## src/rtl/pseudo_spi_rd_intf.sv

```systemverilog
// pseudo_spi_rd_intf: read-direction pseudo-SPI master for the analog chain.
// Loads the chain, shifts it in MSB-first, writes bytes to SRAM downward.
module pseudo_spi_rd_intf #(
  parameter int ADDR_WIDTH = 9,
  parameter int DATA_WIDTH = 8,
  parameter int LEN_WIDTH  = 8
) (
  input  logic                  CLK,
  input  logic                  RST_N,
  input  logic                  BGN,
  input  logic [ADDR_WIDTH-1:0] ADDR_BGN,
  input  logic [LEN_WIDTH-1:0]  DATA_LEN,
  input  logic                  SPI_SI,
  output logic                  SCLK1,
  output logic                  SCLK2,
  output logic                  SEL,
  output logic                  CEN,
  output logic [ADDR_WIDTH-1:0] A,
  output logic [DATA_WIDTH-1:0] D,
  output logic                  D_WE,
  output logic                  spi_MUX,
  output logic                  spi_is_done
);

  localparam int BW = (DATA_WIDTH > 1) ? $clog2(DATA_WIDTH) : 1;
  localparam logic [BW-1:0] LAST_BIT = BW'(DATA_WIDTH - 1);

  typedef enum logic [2:0] {
    IDLE, CAPT, SHIFT, WRITE, DONE
  } state_t;

  state_t                state, state_n;
  logic [1:0]            phase, phase_n;
  logic [BW-1:0]         bit_cnt, bit_n;
  logic [LEN_WIDTH-1:0]  cnt, cnt_n;
  logic [ADDR_WIDTH-1:0] addr, addr_n;
  logic [DATA_WIDTH-1:0] sh, sh_n, shifted;

  logic                  clk_on;
  logic                  sclk1_n, sclk2_n, sel_n;
  logic                  wr_n, mux_n, done_n;
  logic [ADDR_WIDTH-1:0] a_n;
  logic [DATA_WIDTH-1:0] d_n;

  always_ff @(posedge CLK or negedge RST_N) begin
    if (!RST_N) begin
      state       <= IDLE;
      phase       <= '0;
      bit_cnt     <= '0;
      cnt         <= '0;
      addr        <= '0;
      sh          <= '0;
      SCLK1       <= 1'b0;
      SCLK2       <= 1'b0;
      SEL         <= 1'b0;
      CEN         <= 1'b1;
      A           <= '0;
      D           <= '0;
      D_WE        <= 1'b0;
      spi_MUX     <= 1'b0;
      spi_is_done <= 1'b0;
    end else begin
      state       <= state_n;
      phase       <= phase_n;
      bit_cnt     <= bit_n;
      cnt         <= cnt_n;
      addr        <= addr_n;
      sh          <= sh_n;
      SCLK1       <= sclk1_n;
      SCLK2       <= sclk2_n;
      SEL         <= sel_n;
      CEN         <= ~wr_n;
      A           <= a_n;
      D           <= d_n;
      D_WE        <= wr_n;
      spi_MUX     <= mux_n;
      spi_is_done <= done_n;
    end
  end

  always_comb begin
    state_n = state;
    phase_n = phase;
    bit_n   = bit_cnt;
    cnt_n   = cnt;
    addr_n  = addr;
    sh_n    = sh;
    shifted = {sh[DATA_WIDTH-2:0], SPI_SI};
    unique case (state)
      IDLE: begin
        if (BGN) begin
          addr_n  = ADDR_BGN;
          cnt_n   = DATA_LEN;
          phase_n = '0;
          bit_n   = '0;
          state_n = (DATA_LEN != '0) ? CAPT : DONE;
        end
      end
      CAPT: begin
        phase_n = phase + 2'd1;
        if (phase == 2'd3) begin
          state_n = SHIFT;
          bit_n   = '0;
        end
      end
      SHIFT: begin
        phase_n = phase + 2'd1;
        if (phase == 2'd3) begin
          sh_n  = shifted;
          bit_n = bit_cnt + BW'(1);
          if (bit_cnt == LAST_BIT)
            state_n = WRITE;
        end
      end
      WRITE: begin
        addr_n  = addr - ADDR_WIDTH'(1);
        cnt_n   = cnt - LEN_WIDTH'(1);
        phase_n = '0;
        bit_n   = '0;
        state_n = (cnt == LEN_WIDTH'(1)) ? DONE : SHIFT;
      end
      DONE: begin
        if (!BGN)
          state_n = IDLE;
      end
      default: state_n = IDLE;
    endcase

    // Outputs are decoded from the next state so they line up with it.
    clk_on  = (state_n == CAPT) || (state_n == SHIFT);
    sclk1_n = clk_on && (phase_n == 2'd0);
    sclk2_n = clk_on && (phase_n == 2'd2);
    sel_n   = (state_n == CAPT);
    wr_n    = (state_n == WRITE);
    a_n     = wr_n ? addr : A;
    d_n     = wr_n ? sh_n : D;
    done_n  = (state_n == DONE);

    // SRAM port is handed back one cycle after DONE is entered.
    mux_n = spi_MUX;
    if ((state == IDLE) && BGN)
      mux_n = 1'b1;
    else if (state == DONE)
      mux_n = 1'b0;
  end

endmodule

```

## config.mk

```make
export PLATFORM = sky130hd
export DESIGN_NAME = pseudo_spi_rd_intf
export DESIGN_NICKNAME = d
export VERILOG_FILES = /design/src/rtl/pseudo_spi_rd_intf.sv
export SDC_FILE = /design/constraint.sdc
export NUM_CORES = 1
export LEC_CHECK = 0
export ABC_AREA = 1
export BUFFER_PORTS_ARGS = -buffer_cell sky130_fd_sc_hd__buf_2
export CORE_MARGIN = 2
export CORE_UTILIZATION = 60
export DETAILED_ROUTE_END_ITERATION = 10
export GPL_TIMING_DRIVEN = 0
export PLACE_DENSITY = 0.84
export SLEW_MARGIN = 20
export SYNTH_ARGS = -nofsm -noshare
export SYNTH_HDL_FRONTEND = slang
export SYNTH_SLANG_ARGS = --single-unit
```

## constraint.sdc

```tcl
create_clock -name CLK -period 3.65 [get_ports CLK]
set_input_delay 0.365 -clock CLK [delete_from_list [all_inputs] [get_ports CLK]]
set_output_delay 0.365 -clock CLK [all_outputs]
set_load 0.02 [all_outputs]
```

==> impl_metrics.json <==
{
  "die_h_microns": 71.5,
  "initial_utilization": 0.623,
  "cellPowerDensity_mw_per_mm2": 852,
  "final_layout_size_suffix_gt1_frac": 0.234,
  "tightestPinTransition_ns": 0.705,
  "ctsResizeCount": 0,
  "die_area_sq_mm": 0.00511,
  "ant_nets": 0,
  "fp-row-count": 24,
  "core_sq_mm": 0.00438,
  "ctsHoldBuffers": 0,
  "htree_levels": 3,
  "cts_buffer_depth": 2,
  "ys.warnings.count": 0,
  "post_cts_buffers": 0,
  "wirelength_mm": 5.63,
  "post-route-util": 0.733,
  "yosysTopAreaCell": "dfrtp_1",
  "critPathRequiredTime_ns": 3.88,
  "finalWeightedCongestion": 0.873,
  "overflow": 0,
  "rsz0062_at_grt": "no",
  "io-pin-count": 45,
  "stdcell_count": 428,
  "clock_skew_ns": 0.00894,
  "end_kind": "register",
  "netlist_area_sq_mm": 0.00273,
  "regToRegSetupSlack_ns": 2.04,
  "synth_edf_count": 0,
  "cts_root_buffer": "clkbuf_8",
  "portBuffers": 44,
  "power.internal_mw": 1.58,
  "crit_path_max_fanout": 5,
  "ys.flop_type": "dfrtp_1",
  "p_leak_nw": 1.69,
  "critPathKind": "register to register",
  "async_flop_share": 1.00,
  "dp_hpwl_mm": 3.98,
  "drt_iter0_drc": 100,
  "ys_seq_elements": 57,
  "num_antenna_cells": 0,
  "finalSetupTns_ns": 0,
  "hold_viol_final": 0,
  "grt_pass1_wl_mm": 9.58,
  "synth_nets": 343,
  "synth_area_leaders": "dfrtp_1, nand2_1, nor2_1, inv_1, nand3_1",
  "ir_worst_vdd_uv": 450,
  "seq_area_frac_synth": 0.523,
  "vias": 2277,
  "outcome": "completed",
  "holdWs_ns": 0.0725,
  "p_total_mw": 2.74,
  "grt_max_degree": 58,
  "min_period_ns": 1.61,
  "path_clk_slew_ns": 0.06,
  "reg2regPathDepth": 9,
  "power.switching_mw": 1.16,
  "avgSynthCellArea_sq_um": 8.64,
  "max_freq_mhz": 620,
  "relSlewSlack": 0.530,
  "fp.dieW_microns": 71.5,
  "maxCapViolations": 0,
  "synth_cells": 316,
  "syn2layout_area_growth_pct": 17.7,
  "min_path_type": "primary input to asynchronous set/reset pin",
  "drc": 0,
  "finalSetupViolations": 0,
  "swShare": 0.425,
  "maxSlewViolCount": 0,
  "wl_per_cell_microns": 13.1,
  "clock-sinks": 57,
  "startpoint_type": "register",
  "yosysUniqueCellTypes": 33,
  "clkPwrFrac": 0.210,
  "final_nets": 398,
  "grt.total_usage": 0.244,
  "yosys.area.top_type_share": 0.513,
  "layout_worst_path_cycle_share": 0.442,
  "clock_latency_ns": 0.34,
  "grt_pass1_vias": 2199,
  "tritoncts": "built",
  "yosys-top-cells-count": "nand2_1, dfrtp_1, nor2_1",
  "r2r_start": "bit_cnt[0]",
  "pwr-share-comb": 0.417,
  "worst_r2r_endpoint": "SCLK1",
  "power_frac_seq": 0.373,
  "synth_most_common_cell": "nand2_1",
  "place_inst": 412,
  "arrival_ns": 1.84,
  "antenna_found_initial": 0,
  "dr.pass1.iters": 4,
  "vias_per_cell": 5.32,
  "cts_made_buffers": 9
}
[how the worst max path moves through the flow]
stage,startpoint,endpoint,slack [ns],cells past startpoint
2_1_floorplan,bit_cnt[0],SCLK1,2.20,9
3_3_place_gp,bit_cnt[0],SCLK2,2.07,9
3_5_place_dp,bit_cnt[0],SCLK1,2.06,9
4_1_cts,bit_cnt[0],SCLK1,2.04,9
5_1_grt,bit_cnt[0],SCLK2,1.92,9
6_report,bit_cnt[0],SCLK1,2.04,9
[through the flow]
| step | setup slack [ns] | area (sq um) |
|---|---|---|
| 6_report | 2.04 | 3210 |
| 3_3_place_gp | 2.07 | 3020 |
| 3_5_place_dp | 2.06 | 3020 |
| 5_1_grt | 1.92 | 3210 |
| 4_1_cts | 2.04 | 3210 |
| 2_1_floorplan | 2.20 | 2730 |
[critical path, stage by stage, from the launching register on]
cell	delay (ns)
dfrtp_1	0.39
ha_1	0.20
ha_1	0.19
a21o_1	0.18
nand2_2	0.12
nand2_1	0.06
nor2_1	0.15
nand2_1	0.07
nand2_1	0.09
nor2_1	0.05
[metal layers]
layer  wire length [microns]  GRT usage  up-vias
met4                      74     0.0922        0
met5                       0          0        -
li1                        -          -     1127
met2                    2770      0.391       71
met1                    2450      0.312     1070
met3                     325     0.0774        9
[power groups by stage]
stage / registers [mW] / clock network [mW] / logic, mW
after floorplan: 1.12 / 0 / 0.725
after global placement: 1.02 / 0 / 1.08
after detailed placement: 1.03 / 0 / 1.13
after CTS: 1.02 / 0.586 / 1.14
after global routing: 1.05 / 0.617 / 1.28
final: 1.02 / 0.576 / 1.14
[cells by family (layout without fill, tap and decap cells)]
logic type | after synthesis | after routing | share of synthesized area
buf+inv | 41 | 101 | 0.0683
simple gates | 161 | 161 | 0.257
compound gates | 46 | 46 | 0.108
flops | 57 | 57 | 0.523
fa+ha+maj | 6 | 6 | 0.0275
xor+xnor | 5 | 5 | 0.0160
[final cells by class]
type | count | area, sq um
plain buffers | 7 | 56.3
clock buffers | 9 | 124
clock inverters | 7 | 71.3
fillers | 351 | 1170
inverters | 34 | 130
multi-input cells | 218 | 1120
flip-flops and latches | 57 | 1430
well taps | 52 | 65.1
repair buffers | 44 | 223
[state kept, by name, indices dropped and copies added (netlist names), 2 cells and up]
signal   flops
addr         9
A            9
bit_cnt      3
cnt          8
state        3
sh           8
D            8
phase        2
[cells in the final DEF, fill, tap and decap left out, drive strengths merged]
| cell | instances |
|---|---|
| o211ai | 7 |
| a22oi | 1 |
| o311ai | 1 |
| nor2 | 38 |
| inv | 34 |
| a31oi | 6 |
| nand3b | 1 |
| bufinv | 1 |
| dfstp | 1 |
| clkinvlp | 3 |
| clkinv | 3 |
| o221ai | 1 |
| nand2 | 102 |
| a21o | 1 |
| o21ai | 22 |
| a22o | 2 |
| ha | 6 |
| clkbuf | 9 |
| xor2 | 5 |
| buf | 51 |
| o22ai | 1 |
| nand3 | 18 |
| dfrtp | 56 |
| a21oi | 4 |
| nand4 | 2 |
(Power assumes the default switching activity.)
